[src/rtl/vram_pkg.sv]
// Shared types for the video RAM arbiter: slot owner tags and CPU port states.
package vram_pkg;

  localparam int SCREEN_W_DEF = 800;
  localparam int SCREEN_H_DEF = 600;

  function automatic int fb_words(input int w, input int h);
    return w * h;
  endfunction

  localparam int FB_WORDS = fb_words(SCREEN_W_DEF, SCREEN_H_DEF);

  typedef enum logic [1:0] {
    OWN_NONE = 2'd0,
    OWN_DISP = 2'd1,
    OWN_CPU  = 2'd2
  } owner_e;

  typedef enum logic [1:0] {
    C_IDLE  = 2'd0,
    C_ISSUE = 2'd1,
    C_RDATA = 2'd2,
    C_ACK   = 2'd3
  } cpu_state_e;

endpackage

[src/rtl/pixel_addr_gen.sv]
// Pixel (x, y) to linear framebuffer address, with an on-screen flag.
module pixel_addr_gen #(
  parameter int COORDINATES = 10,
  parameter int ADDR_W      = 19,
  parameter int SCREEN_W    = 800,
  parameter int SCREEN_H    = 600
) (
  input  logic [COORDINATES-1:0] x,
  input  logic [COORDINATES-1:0] y,
  output logic [ADDR_W-1:0]      addr,
  output logic                   in_range
);

  localparam logic [COORDINATES:0] W_LIM = (COORDINATES+1)'(SCREEN_W);
  localparam logic [COORDINATES:0] H_LIM = (COORDINATES+1)'(SCREEN_H);

  always_comb begin
    addr     = ADDR_W'(y) * ADDR_W'(SCREEN_W) + ADDR_W'(x);
    in_range = ({1'b0, x} < W_LIM) && ({1'b0, y} < H_LIM);
  end

endmodule

[src/rtl/vram_arbiter.sv]
// Single-port VRAM owner: display scan-out gets every slot it asks for,
// the CPU port takes the remaining slots through a req/ack handshake.
module vram_arbiter
  import vram_pkg::*;
#(
  parameter int DATA_W      = 16,
  parameter int COORDINATES = 10,
  parameter int SCREEN_W    = SCREEN_W_DEF,
  parameter int SCREEN_H    = SCREEN_H_DEF,
  parameter int ADDR_W      = 19
) (
  input  logic                   clk,
  input  logic                   rst_n,
  input  logic                   disp_req,
  input  logic [COORDINATES-1:0] disp_x,
  input  logic [COORDINATES-1:0] disp_y,
  output logic                   disp_valid,
  output logic [DATA_W-1:0]      disp_data,
  input  logic                   cpu_req,
  input  logic                   cpu_we,
  input  logic [ADDR_W-1:0]      cpu_addr,
  input  logic [DATA_W-1:0]      cpu_wdata,
  output logic                   cpu_ack,
  output logic [DATA_W-1:0]      cpu_rdata,
  output logic                   cpu_err,
  output logic [ADDR_W-1:0]      mem_addr,
  output logic                   mem_we,
  output logic [DATA_W-1:0]      mem_wdata,
  input  logic [DATA_W-1:0]      mem_rdata
);

  localparam logic [ADDR_W:0] FB_LIM = (ADDR_W+1)'(fb_words(SCREEN_W, SCREEN_H));

  logic [ADDR_W-1:0] pix_addr;
  logic              pix_inr;

  pixel_addr_gen #(
    .COORDINATES (COORDINATES),
    .ADDR_W      (ADDR_W),
    .SCREEN_W    (SCREEN_W),
    .SCREEN_H    (SCREEN_H)
  ) u_pix (
    .x        (disp_x),
    .y        (disp_y),
    .addr     (pix_addr),
    .in_range (pix_inr)
  );

  logic              disp_slot, cpu_inr, cpu_grant;
  logic [ADDR_W-1:0] mem_addr_q, mem_addr_d;
  logic              mem_we_q, mem_we_d;
  logic [DATA_W-1:0] mem_wdata_q, mem_wdata_d;
  owner_e            slot_own_q, slot_own_d;
  owner_e            rd_own_q;
  logic [1:0]        disp_vld_q, disp_vld_d;
  cpu_state_e        state_q, state_d;
  logic              op_we_q, op_we_d;
  logic              op_err_q, op_err_d;
  logic [DATA_W-1:0] cpu_rdata_q, cpu_rdata_d;
  logic              cpu_ack_q, cpu_ack_d;
  logic              cpu_err_q, cpu_err_d;

  // Slot scheduler: an off-screen display request leaves the slot to the CPU.
  always_comb begin
    disp_slot   = disp_req & pix_inr;
    cpu_inr     = {1'b0, cpu_addr} < FB_LIM;
    cpu_grant   = (state_q == C_IDLE) & cpu_req & ~disp_slot;
    mem_addr_d  = mem_addr_q;
    mem_we_d    = 1'b0;
    mem_wdata_d = mem_wdata_q;
    slot_own_d  = OWN_NONE;
    if (disp_slot) begin
      mem_addr_d = pix_addr;
      slot_own_d = OWN_DISP;
    end else if (cpu_grant && cpu_inr) begin
      mem_addr_d = cpu_addr;
      mem_we_d   = cpu_we;
      slot_own_d = OWN_CPU;
      if (cpu_we) mem_wdata_d = cpu_wdata;
    end
    disp_vld_d = {disp_vld_q[0], disp_req};
  end

  always_comb begin
    state_d     = state_q;
    op_we_d     = op_we_q;
    op_err_d    = op_err_q;
    cpu_rdata_d = cpu_rdata_q;
    case (state_q)
      C_IDLE: begin
        if (cpu_grant) begin
          state_d  = C_ISSUE;
          op_we_d  = cpu_we;
          op_err_d = ~cpu_inr;
        end
      end
      C_ISSUE: state_d = op_we_q ? C_ACK : C_RDATA;
      C_RDATA: begin
        // Out-of-range reads never owned the slot, so they return zero.
        cpu_rdata_d = (rd_own_q == OWN_CPU) ? mem_rdata : '0;
        state_d     = C_ACK;
      end
      C_ACK:   state_d = C_IDLE;
      default: state_d = C_IDLE;
    endcase
    cpu_ack_d = (state_d == C_ACK);
    cpu_err_d = (state_d == C_ACK) & op_err_q;
  end

  always_ff @(posedge clk or negedge rst_n) begin
    if (!rst_n) begin
      mem_addr_q  <= '0;
      mem_we_q    <= 1'b0;
      mem_wdata_q <= '0;
      slot_own_q  <= OWN_NONE;
      rd_own_q    <= OWN_NONE;
      disp_vld_q  <= '0;
      state_q     <= C_IDLE;
      op_we_q     <= 1'b0;
      op_err_q    <= 1'b0;
      cpu_rdata_q <= '0;
      cpu_ack_q   <= 1'b0;
      cpu_err_q   <= 1'b0;
    end else begin
      mem_addr_q  <= mem_addr_d;
      mem_we_q    <= mem_we_d;
      mem_wdata_q <= mem_wdata_d;
      slot_own_q  <= slot_own_d;
      rd_own_q    <= slot_own_q;
      disp_vld_q  <= disp_vld_d;
      state_q     <= state_d;
      op_we_q     <= op_we_d;
      op_err_q    <= op_err_d;
      cpu_rdata_q <= cpu_rdata_d;
      cpu_ack_q   <= cpu_ack_d;
      cpu_err_q   <= cpu_err_d;
    end
  end

  assign mem_addr   = mem_addr_q;
  assign mem_we     = mem_we_q;
  assign mem_wdata  = mem_wdata_q;
  assign disp_valid = disp_vld_q[1];
  assign disp_data  = (disp_vld_q[1] && rd_own_q == OWN_DISP) ? mem_rdata : '0;
  assign cpu_ack    = cpu_ack_q;
  assign cpu_rdata  = cpu_rdata_q;
  assign cpu_err    = cpu_err_q;

endmodule

[config.mk]
export PLATFORM = sky130hd
export DESIGN_NAME = vram_arbiter
export DESIGN_NICKNAME = d
export VERILOG_FILES = /design/src/rtl/vram_pkg.sv /design/src/rtl/pixel_addr_gen.sv /design/src/rtl/vram_arbiter.sv
export SDC_FILE = /design/constraint.sdc
export NUM_CORES = 1
export LEC_CHECK = 0
export ABC_CLOCK_PERIOD_IN_PS = 3000
export CAP_MARGIN = 15
export CELL_PAD_IN_SITES_DETAIL_PLACEMENT = 1
export CELL_PAD_IN_SITES_GLOBAL_PLACEMENT = 1
export CORE_ASPECT_RATIO = 1.1
export CORE_UTILIZATION = 36
export CTS_CLUSTER_SIZE = 28
export DETAILED_ROUTE_END_ITERATION = 16
export HOLD_SLACK_MARGIN = 0.12
export PLACE_DENSITY = 0.81
export SYNTH_ARGS = -nofsm -noshare
export SYNTH_HDL_FRONTEND = slang
export SYNTH_SLANG_ARGS = --single-unit
[constraint.sdc]
create_clock -name clk -period 3 [get_ports clk]
set_input_delay 0.9 -clock clk [delete_from_list [all_inputs] [get_ports clk]]
set_output_delay 0.9 -clock clk [all_outputs]
set_load 0.05 [all_outputs]
### After elaboration in Yosys (flattened, before gate mapping)

Index checks and enable logic that the tools add are counted.

| storage, ports and cells | value |
|---|---|
| bits in registers | 64 |
| input bits | 76 |
| output and inout bits | 71 |
| word-level logic and storage cells | 47 |

| operators by class | value |
|---|---|
| add/subtract/negate cells | 1 |
| $mul | 1 |
| order comparisons | 3 |
| equality and inequality tests | 6 |
| mux-type cells | 11 |
| bitwise gates (word level) | 6 |
| reductions and logical operators | 7 |

Operators by type and width:

| operator | count |
|---|---|
| two-way mux 19 bit | 2 |
| two-way mux 16 bit | 2 |
| < comparator 10 bit, second input constant | 2 |
| adder 19 x 10 -> 19 bit | 1 |
| < comparator 19 bit, second input constant | 1 |
| multiplier 10 x 5 -> 14 bit, second input constant | 1 |
| equality test 2 bit, second input constant | 4 |
| one-hot mux 2 bit (4 select lines) | 1 |
| two-way mux 2 bit | 3 |
| bitwise AND 1 bit | 4 |
| equality test 2 x 1 -> 1 bit, second input constant | 2 |
| logical AND 1 bit | 3 |
| two-way mux 1 bit | 3 |
| AND reduction 3 bit | 1 |
| zero test 2 bit | 1 |
| inverter 1 bit | 2 |
| AND reduction 2 bit | 1 |
| nonzero test 2 bit | 1 |

### Longest topological paths before layout

| depth | value |
|---|---|
| word-level depth | 9 |
| gate-level depth with buffers | 15 |
| mapped depth without buffers | 15 |

### Cells and area by module

From an unflattened synthesis, not the netlist that was laid out.

| second synthesis, totals | value |
|---|---|
| cells, all modules | 419 |
| area total of the unflattened synthesis | 4216.5 um^2 |

By module, submodules not included:

| module | instances | cells an instance | area an instance (um^2) | sequential area each (um^2) |
|---|---|---|---|---|
| vram_arbiter | 1 | 253 | 2819.0 | 1601.5 |
| pixel_addr_gen | 1 | 166 | 1397.6 | 0.0 |

### Worst setup path before layout

Ideal clock, no wire load.

| timing | value |
|---|---|
| kind | input port to flip-flop |
| start | input port disp_y[2] |
| end | register mem_addr_q[18] (netlist: mem_addr[18]) |
| setup time | 139 ps |
| data arrival time | 3722 ps |
| slack | -861 ps |
| stages | 11 |
| buffers on the path | 0 |
| path through | ha_1 > ha_1 > fa_1 > ha_1 > o21ai_0 > nor2_1 > o311ai_0 > nand4b_1 > nand3b_1 > xnor2_1 > mux2i_1 |

| on the way | value |
|---|---|
| cells in the longest elaborated chain, start to end | 7 |
| elaborated cells between the ends (all ways) | 10 |
| classes of those cells | add/sub (1); mul (1); order compare (1); mux (1); bitwise (3); reduce/logical (3) |

RTL lines:

| what | line | text |
|---|---|---|
| start, declared | vram_arbiter.sv:16 | `input logic [COORDINATES-1:0] disp_y,` |
| branches (longest 7 deep; another with adder 19 x 10 -> 19 bit) | -- |  |
| end signal, assigned | vram_arbiter.sv:125 | `mem_addr_q <= mem_addr_d;` |
| end, declared | vram_arbiter.sv:50 | `logic [ADDR_W-1:0] mem_addr_q, mem_addr_d;` |

Several ways; the timed one is not identified.
A chain may end at the register's enable or synchronous reset.

### Final worst setup path

| timing | value |
|---|---|
| start | input port disp_y[5] |
| end | register mem_addr_q[18] (netlist: mem_addr[18]) |

The elaborated chain is that of the path after synthesis.

==> flow_metrics.tcl <==
set metrics [dict create \
    synth-seq-area-share 0.397 \
    worst-endpoint-arrival_ps 3800 \
    wl_um 17400 \
    post_synth_xor_area_fraction 0.0325 \
    layout_worst_path_cycle_share 1.20 \
    final_hold_viol_count 0 \
    drv_slew 0 \
    cp_max_fo 4 \
    layout-drive-gt1-share 0.307 \
    drt_first_pass_iters 4 \
    top_layer "met4" \
    fin_skew_ps 8.65 \
    synth_compound_area_frac 0.103 \
    postSynthAreaPerCell_um2 10.2 \
    synth_top_cell_area_share 0.397 \
    violations "negative setup slack" \
    crit_type "input port to flop" \
    syn_to_final_growth_pct 78.2 \
    vias 3902 \
    grt_max_degree 65 \
    synth_most_common_cell "dfrtp_1" \
    powerDensity_nw_per_um2 857 \
    syn_inst 395 \
    hold_path_depth 0 \
    cts.reportedPaths.clkPinSlew_ps 50 \
    grt_pass1_wl_um 25500 \
    relSlewSlack 0.455 \
    cts-htree-levels 3 \
    tightest_slew_ps 817 \
    status "finished with violations" \
    place.gp.congestion 0.761 \
    setup.worst_path.end_class "flop" \
    synth_largest_area_cell "dfrtp_1" \
    timing.rr.start "state_q[0]$_DFF_PN0_" \
    fp.dieArea_um2 11600 \
    cts_buffer_depth 2 \
    place.port_buffers 146 \
    grt_pass1_vias 4541 \
    multi_input_area_um2 2670 \
    synth_commonest_cells "dfrtp_1, inv_1, ha_1" \
    overflow 0 \
    num_rows 40 \
    io_pins 147 \
    peakVddDrop_mv 0.418 \
    start_util 0.370 \
    drc 0 \
    viasPerCell 5.15 \
    max-cap-violations 0 \
    fill_cells 1114 \
    rrSetupSlack_ps 790 \
    ys.flop_type "dfrtp_1" \
    cts_inserted_buffers 9 \
    die_width_um 103 \
    synth_mux_area_frac 0.118 \
    regArea_um2 1600 \
    wl_met3_um 1240 \
    drtAntennaViolNets 0 \
    synth-async-reset-ratio 1.00 \
    hold_start "slot_own_q[1]$_DFF_PN0_" \
    synth_top_family_by_area "adder cells" \
    place_inst 730 \
    post_drt_wl_per_cell_um 23.0 \
    antenna_found_initial 0 \
    ys_ff_latch 64 \
    yosysUniqueCellTypes 44 \
    finalNonFillerCells 757 \
    fmax_ghz 0.278 \
    worst-r2r-cell-count 8 \
    m1WireLength_um 5630 \
    synth_area_um2 4040 \
    p_leak_nw 3.28 \
    ys_top_cells_by_area "dfrtp_1, ha_1, mux2i_1" \
    dp_hpwl_um 11200 \
    grt_use_total 0.304 \
    worstReg2RegEnd "mem_wdata[11]$_DFFE_PN0P_" \
    setup_slack_ps -595 \
    synth_simple_gate_area_frac 0.127 \
    clock_latency_ps 330 \
    synth-edff-count 0 \
    min_to "rd_own_q[1]$_DFF_PN0_" \
    met2_length_um 9820 \
    setup_viol 7 \
    finalPower_mw 6.16 \
    die_y_um 113 \
    syn_nets 521 \
    ys_warn_count 0 \
    post-route-min-period_ps 3600 \
    required_ps 3210 \
    rsz0062_at_grt "yes" \
    core_area_um2 10900 \
    yosys.area_share.adder 0.166 \
    tritoncts "built" \
    nNetsFinal 732 \
    cts_sinks 64 \
    dr.first_iter.drc_count 105 \
    fin_util 0.659 \
    crit_path_start_kind "input port" \
    n_antenna_cell 0 \
    cts_root_buffer "clkbuf_16" \
    hp-class "flop to flop" \
]
## through the flow
step	TNS, ps	hold WS [ps]	area, um^2	setup WS [ps]
floorplan	-2720	331	4190	-630
global placement	-17150	333	6370	-1310
detailed placement	-18430	341	6370	-1420
CTS	-2830	352	7120	-569
global route	-3430	355	7190	-661
finish	-2860	349	7190	-595
## layout make-up
type / instances / area share
Clock inverter: 3 / 0.00905
Sequential cell: 64 / 0.223
Tap cell: 147 / 0.0256
Multi-Input combinational cell: 273 / 0.372
Inverter: 45 / 0.0256
Clock buffer: 12 / 0.0357
Timing Repair Buffer: 213 / 0.310
## cells in the final DEF (no fill, tap or decap), types with 6 or more instances in the layout
master | synthesis | routed
clkdlybuf4s50_1 | 0 | 117
nand2_1 | 34 | 33
and2_1 | 19 | 18
ha_1 | 44 | 22
nor2_1 | 8 | 6
mux2_2 | 9 | 8
inv_1 | 45 | 36
o21ai_0 | 38 | 35
mux2_4 | 9 | 10
buf_12 | 0 | 19
inv_2 | 0 | 7
buf_4 | 0 | 53
mux2i_1 | 24 | 24
dfrtp_1 | 64 | 64
ha_4 | 0 | 20
clkbuf_16 | 0 | 9
buf_6 | 1 | 11
xnor2_1 | 9 | 8
## metal layers
metal,global-route usage,up-vias
met5,0,-
met4,0.150,0
met3,0.0815,49
met1,0.273,1929
met2,0.602,154
li1,-,1770
## logic make-up (layout without fill, tap and decap cells)
| group | count (synthesis) | in the layout |
|---|---|---|
| AND/OR/NAND/NOR | 96 | 96 |
| adder cells (fa/ha/maj) | 50 | 50 |
| XOR/XNOR | 15 | 15 |
| flip-flops | 64 | 64 |
| multiplexers | 42 | 42 |
| AO/OA/AOI/OAI | 70 | 70 |
| buffers and inverters | 58 | 273 |
## sequential cells by signal, summed over array words and instances, names as in the netlist
| name | flops |
|---|---|
| disp_vld_q | 2 |
| state_q | 2 |
| op_err_q | 1 |
| rd_own_q | 2 |
| cpu_rdata | 16 |
| mem_we | 1 |
| cpu_err | 1 |
| slot_own_q | 2 |
| mem_wdata | 16 |
| mem_addr | 19 |
| op_we_q | 1 |
| cpu_ack | 1 |
## power breakdown
part / internal [mW] / switching [mW]
Combinational: 1.51 / 2.13
Sequential: 1.17 / 0.198
Clock: 0.767 / 0.380
Total: 3.45 / 2.71
## repair_timing
item	4_1_cts	5_1_grt
gates cloned	2	0
buffers inserted	12	3
pin swaps	34	27
resized for setup	89	23
setup endpoints to repair	25	12
endpoints found under the hold margin	0	0
hold buffers	0	0
## worst max path at each step
stage | startpoint | end | slack [ps] | cells after the start
after floorplan | disp_y[5] | mem_addr[18]$_DFFE_PN0P_ | -630 | 15
after global placement | disp_y[5] | mem_addr[18]$_DFFE_PN0P_ | -1310 | 17
after detailed placement | disp_y[4] | mem_addr[18]$_DFFE_PN0P_ | -1420 | 14
after CTS | disp_y[5] | mem_addr[18]$_DFFE_PN0P_ | -570 | 17
after global routing | disp_y[5] | mem_addr[18]$_DFFE_PN0P_ | -660 | 16
final | disp_y[5] | mem_addr[18]$_DFFE_PN0P_ | -600 | 16
## worst max-delay path: stages
cell      delay (ps)
buf_12           110
inv_12            30
ha_4             280
inv_4             40
ha_4             250
inv_2             30
fa_1             500
inv_2             50
ha_4             230
a21o_1           220
a21oi_1          340
and2_1           250
o21ai_0          150
a211oi_2         210
xnor2_1          140
mux2i_1           80
Power figures use the tool's default switching activity.
